## src/rtl/maze_pkg.sv

```systemverilog
// Shared definitions for the maze move controller.
// Holds the FSM state type, the key/direction encoding used on move and s_obs,
// the position-register select codes and the two pixel colours.
package maze_pkg;

  typedef enum logic [3:0] {
    StInit,
    StDraw,
    StIdle,
    StProbe,
    StRead,
    StCheck,
    StErase,
    StStep,
    StDrawNew,
    StHold,
    StWin
  } state_e;

  // Key / direction encoding; 5..7 are treated as no key.
  localparam logic [2:0] MoveNone  = 3'd0;
  localparam logic [2:0] MoveLeft  = 3'd1;
  localparam logic [2:0] MoveRight = 3'd2;
  localparam logic [2:0] MoveUp    = 3'd3;
  localparam logic [2:0] MoveDown  = 3'd4;

  // Position register selects.
  localparam logic [1:0] SelInit = 2'd0;
  localparam logic [1:0] SelInc  = 2'd1;
  localparam logic [1:0] SelDec  = 2'd2;

  localparam logic ColorTrail  = 1'b0;
  localparam logic ColorPlayer = 1'b1;

  function automatic logic is_dir(logic [2:0] m);
    return (m >= MoveLeft) && (m <= MoveDown);
  endfunction

endpackage

```

## src/rtl/maze_move_ctrl.sv

```systemverilog
// Moore FSM sequencing the maze datapath: captures an arrow-key move, probes
// the obstacle memory at the target pixel, erases and redraws the player and
// paces successive moves with the datapath timer.
//
// Ports:
//   clk, resetn            clock, synchronous active-low reset
//   move                   decoded key (0 none, 1 left, 2 right, 3 up, 4 down)
//   obs_block              target pixel is a wall
//   timer_done             move-pacing timer expired
//   xpos, ypos             current player position
//   en_xpos/s_xpos,
//   en_ypos/s_ypos         position register enables / selects
//   en_key/s_key           key register enable / capture(1) or clear(0)
//   en_obs/s_obs           obstacle-address register enable / probe direction
//   s_color, plot          pixel colour select / VGA write strobe
//   en_timer/s_timer       timer enable / count(1) or clear(0)
//   did_win                goal reached
module maze_move_ctrl
  import maze_pkg::*;
#(
  parameter logic [7:0]  GOAL_X  = 8'h05,
  parameter logic [6:0]  GOAL_Y  = 7'h05,
  parameter int unsigned MEM_LAT = 2
) (
  input  logic       clk,
  input  logic       resetn,
  input  logic [2:0] move,
  input  logic       obs_block,
  input  logic       timer_done,
  input  logic [7:0] xpos,
  input  logic [6:0] ypos,
  output logic       en_xpos,
  output logic [1:0] s_xpos,
  output logic       en_ypos,
  output logic [1:0] s_ypos,
  output logic       en_key,
  output logic       s_key,
  output logic       en_obs,
  output logic [2:0] s_obs,
  output logic       s_color,
  output logic       plot,
  output logic       en_timer,
  output logic       s_timer,
  output logic       did_win
);

  // S_READ spans MEM_LAT cycles, so PROBE to CHECK takes MEM_LAT+1 cycles.
  localparam logic [1:0] LastCnt = 2'(MEM_LAT - 1);

  state_e     state_q, state_d;
  logic [2:0] dir_q, dir_d;
  logic [1:0] cnt_q, cnt_d;

  always_ff @(posedge clk) begin
    if (!resetn) begin
      state_q <= StInit;
      dir_q   <= MoveNone;
      cnt_q   <= 2'd0;
    end else begin
      state_q <= state_d;
      dir_q   <= dir_d;
      cnt_q   <= cnt_d;
    end
  end

  // Next-state logic.
  always_comb begin
    state_d = state_q;
    dir_d   = dir_q;
    cnt_d   = cnt_q;
    unique case (state_q)
      StInit:  state_d = StDraw;
      StDraw:  state_d = StIdle;
      StIdle: begin
        if (is_dir(move)) begin
          dir_d   = move;
          state_d = StProbe;
        end
      end
      StProbe: begin
        cnt_d   = 2'd0;
        state_d = StRead;
      end
      StRead: begin
        cnt_d = cnt_q + 2'd1;
        if (cnt_q == LastCnt) state_d = StCheck;
      end
      StCheck:   state_d = obs_block ? StHold : StErase;
      StErase:   state_d = StStep;
      StStep:    state_d = StDrawNew;
      // xpos/ypos already reflect the step taken in StStep.
      StDrawNew: state_d = ((xpos == GOAL_X) && (ypos == GOAL_Y)) ? StWin : StHold;
      StHold: begin
        if (timer_done) state_d = StIdle;
      end
      StWin:     state_d = StWin;
      default:   state_d = StInit;
    endcase
  end

  // Moore output decode.
  always_comb begin
    en_xpos  = 1'b0;
    s_xpos   = SelInit;
    en_ypos  = 1'b0;
    s_ypos   = SelInit;
    en_key   = 1'b0;
    s_key    = 1'b0;
    en_obs   = 1'b0;
    s_obs    = MoveNone;
    s_color  = ColorTrail;
    plot     = 1'b0;
    en_timer = 1'b0;
    s_timer  = 1'b0;
    did_win  = 1'b0;
    unique case (state_q)
      StInit: begin
        en_xpos  = 1'b1;
        en_ypos  = 1'b1;
        en_timer = 1'b1;
        en_key   = 1'b1;
      end
      StDraw, StDrawNew: begin
        plot    = 1'b1;
        s_color = ColorPlayer;
      end
      StIdle: begin
        en_key   = 1'b1;
        s_key    = 1'b1;
        en_timer = 1'b1;
      end
      StProbe: begin
        en_obs = 1'b1;
        s_obs  = dir_q;
      end
      StErase: begin
        plot    = 1'b1;
        s_color = ColorTrail;
      end
      StStep: begin
        unique case (dir_q)
          MoveLeft:  begin en_xpos = 1'b1; s_xpos = SelDec; end
          MoveRight: begin en_xpos = 1'b1; s_xpos = SelInc; end
          MoveUp:    begin en_ypos = 1'b1; s_ypos = SelDec; end
          MoveDown:  begin en_ypos = 1'b1; s_ypos = SelInc; end
          default:   ;
        endcase
      end
      StHold: begin
        en_timer = 1'b1;
        s_timer  = 1'b1;
        en_key   = 1'b1;
      end
      StWin:   did_win = 1'b1;
      default: ;
    endcase
  end

endmodule

```

## config.mk

```make
export PLATFORM = sky130hd
export DESIGN_NAME = maze_move_ctrl
export DESIGN_NICKNAME = d
export VERILOG_FILES = /design/src/rtl/maze_pkg.sv /design/src/rtl/maze_move_ctrl.sv
export SDC_FILE = /design/constraint.sdc
export NUM_CORES = 1
export LEC_CHECK = 0
export ABC_CLOCK_PERIOD_IN_PS = 1950
export BUFFER_PORTS_ARGS = -buffer_cell sky130_fd_sc_hd__buf_2
export CAP_MARGIN = 20
export CORE_MARGIN = 2
export CORE_UTILIZATION = 35
export DETAILED_ROUTE_END_ITERATION = 16
export GPL_ROUTABILITY_DRIVEN = 0
export PLACE_DENSITY = 0.75
export SYNTH_ARGS = -nofsm -noshare
export SYNTH_HDL_FRONTEND = slang
export SYNTH_SLANG_ARGS = --single-unit
```

## constraint.sdc

```tcl
create_clock -name clk -period 1.95 [get_ports clk]
set_input_delay 0.4875 -clock clk [delete_from_list [all_inputs] [get_ports clk]]
set_output_delay 0.4875 -clock clk [all_outputs]
set_load 0.02 [all_outputs]
```

==> metrics.txt <==
Area Growth Syn to Fin 33.4%; leading area contributor after synthesis dfxtp_1; FP Rows 17; FF+latch count, synth 9; vias in the first global route 858; starting density of the core 36.6%; fin nets 169; crit path cell chain nand4b_1 -> nor2_2 -> nand2_1 -> nor2_1 -> buf_2; Power Density 609 nW/um2; Wirelength per Cell 11.7 um; CP delay by family, top simple AND/OR/NAND/NOR gates; async set-reset flop share out of synthesis 0%; sequential area share after synthesis 22.5%; CP peak stage delay 370 ps; YS warnings 0; Final Cell Area 1070 um2; Buf/Inv on CP 1; PortBufs 38; Worst Setup SP state_q[3]$_SDFFE_PN0P_; layout cells sized above 1 42.1%; Reg area 196 um2; Die W 51.9 um; Maximum Capacitance Violations 0; placed cell area 1020 um2; Leakage Power 0.494 nW; Longest Clk Path Bufs 2; largest net degree at the start of global routing 13; dominant register cell in the synthesized netlist dfxtp_1; Fillers 224; Crit path required time 1460 ps; Reg clk slew, reported paths 60 ps; Congestion Overflow GR 0; TritonCTS sink count 9; final setup violation count 0; DIE AREA 2690 um2; GRT Util Overall 16.9%; RSZ-0062 raised after global routing false; RR Startpoint state_q[3]$_SDFFE_PN0P_; Worst Path Max Fanout 11; CP endpoint kind primary output; first-pass GRT wire length 3.45 mm; CTS tree done; time the worst path needs with I/O delays and setup 1860 ps; Synth area leaders dfxtp_1 22%, o21ai_0 6.2%, nor4b_1 5.5%, nor2_1 4.7%, nand2b_1 3.9%; Vias/cell 5.23; Pins Over Slew Limit 0; IO Pins 39; area taken by multi-input logic gates 562 um2; iteration count of the initial detailed-routing pass 4; final core occ 48.8%; final wirelength 2.03 mm; Mapped Area 802 um2; Setup Crit Path Kind flip-flop to primary output; htree depth 1; Post-CTS Setup Repair Bufs 0; post-synth cell types 37; via count 904; cells after synthesis 110; Worst Skew 0.795 ps; CP arrival 1380 ps; Hold Path Class input port to flip-flop; post-route ant nets 0; Worst Tran Pin Value 368 ps; CTS hold repair buffers 0; Max Freq 537 MHz; Die H 51.9 um; Worst slew margin 75.1%; VDD IR max 256 uV; Core Region 2190 um2; Min-Delay Startpoint timer_done; Iter 0 DRT Violations 9; status finished, final reports clean; residual DRC count 0; synth cell count leaders 10 x nor2_1, 10 x o21ai_0, 9 x dfxtp_1; Slowest cell on crit path dfxtp_2; antenna violations before repair 0; clk_lat worst skew 250 ps; Synth Net Count 133; Mean Syn Cell Area 7.29 um2; Clock Root Buffer clkbuf_4; CTS buffer count 3; Yosys top cell area share 22.5%; DP HPWL 1.65 mm; EDFF count, synth 0; period utilization 95.5%; Diodes inserted 0; startpoint types flip-flop; Final Hold Fails 0
stage by stage:
step / setup TNS (ps) / instances / hold slack, ps / total power (W) / setup slack [ps]
finish: 0 / 173 / 528 / 0.000652 / 86.9
global route: 0 / 173 / 529 / 0.000704 / 14.9
CTS: 0 / 173 / 519 / 0.000658 / 43.9
detailed placement: 0 / 169 / 518 / 0.000512 / 181
global placement: 0 / 169 / 508 / 0.000506 / 216
floorplan: -49.2 / 110 / 483 / 0.000429 / -49.2
cell usage in the layout (no fill, tap or decap), drive strengths merged:
master,netlist,routed
a21oi,4,4
a221o,1,1
a22o,1,1
a22oi,2,2
and2,4,4
and3,3,3
buf,6,44
clkbuf,7,4
dfxtp,9,9
ha,1,1
inv,4,4
mux2,1,1
mux2i,3,3
nand2,7,7
nand2b,5,5
nand3,2,2
nand3b,1,1
nand4,2,2
nand4b,1,1
nor2,10,10
nor2b,3,3
nor3,4,4
nor3b,4,4
nor4b,6,6
o2111ai,1,1
o211ai,2,2
o21a,1,1
o21ai,10,10
o21bai,1,1
or3,1,1
or3b,1,1
xnor2,1,1
xor2,1,1
worst min-delay path: stages:
cell and delay [ps]:
buf_2 80, inv_1 40, nand3_1 50, o21ai_0 70
path summary, 6_finish.rpt:
| path | end | slack [ps] | cells past startpoint |
|---|---|---|---|
| worst max register to register | dir_q[1]$_SDFFE_PN0P_ | 300 | 5 |
| worst min-delay path | state_q[0]$_SDFFE_PN0P_ | 530 | 4 |
| worst max-delay path | s_xpos[1] | 90 | 5 |
| worst min register to register | cnt_q[0]$_SDFFE_PN0P_ | 530 | 2 |
state kept, by name (all words and copies together), names as in the netlist:
signal   cells
dir_q        3
cnt_q        2
state_q      4
cell families (layout without fill, tap and decap cells):
kind of cell	count (synthesis)	count (layout)	share of synthesized area, %
buffers and inverters	17	52	9.83
adder cells (fa/ha/maj)	1	1	1.56
AND/OR/NAND/NOR	54	54	41.0
XOR/XNOR	2	2	2.18
AO/OA/AOI/OAI	23	23	17.8
flip-flops	9	9	22.5
multiplexers	4	4	5.15
timing repair:
item	in CTS	in global routing
cloned	0	0
hold endpoints to repair	0	0
gates resized for setup	4	8
pin swaps	0	0
setup endpoints to repair	10	9
report_power, final:
group / leakage [nW] / switching [W] / internal [W] / total (W)
registers: 0.0772 / 0.0000379 / 0.000204 / 0.000242
logic: 0.402 / 0.000145 / 0.000125 / 0.000270
clock network: 0.0150 / 0.0000614 / 0.0000786 / 0.000140
area by class of cell:
cell class | count | area share [%]
clock buffer | 4 | 2.46
inverter | 4 | 1.40
multi-input combinational | 84 | 52.5
sequential | 9 | 18.4
tap | 28 | 3.27
timing repair buffer | 44 | 22.0
routing by layer:
metal  GRT usage (%)  wire length, um  vias to the layer above
li1                -                -                      459
met5               0                0                        -
met1            17.2              863                      408
met3            3.45              112                        4
met4            10.5               30                        0
met2            30.8             1020                       33
Note: power is estimated with default switching activity, not from simulation.
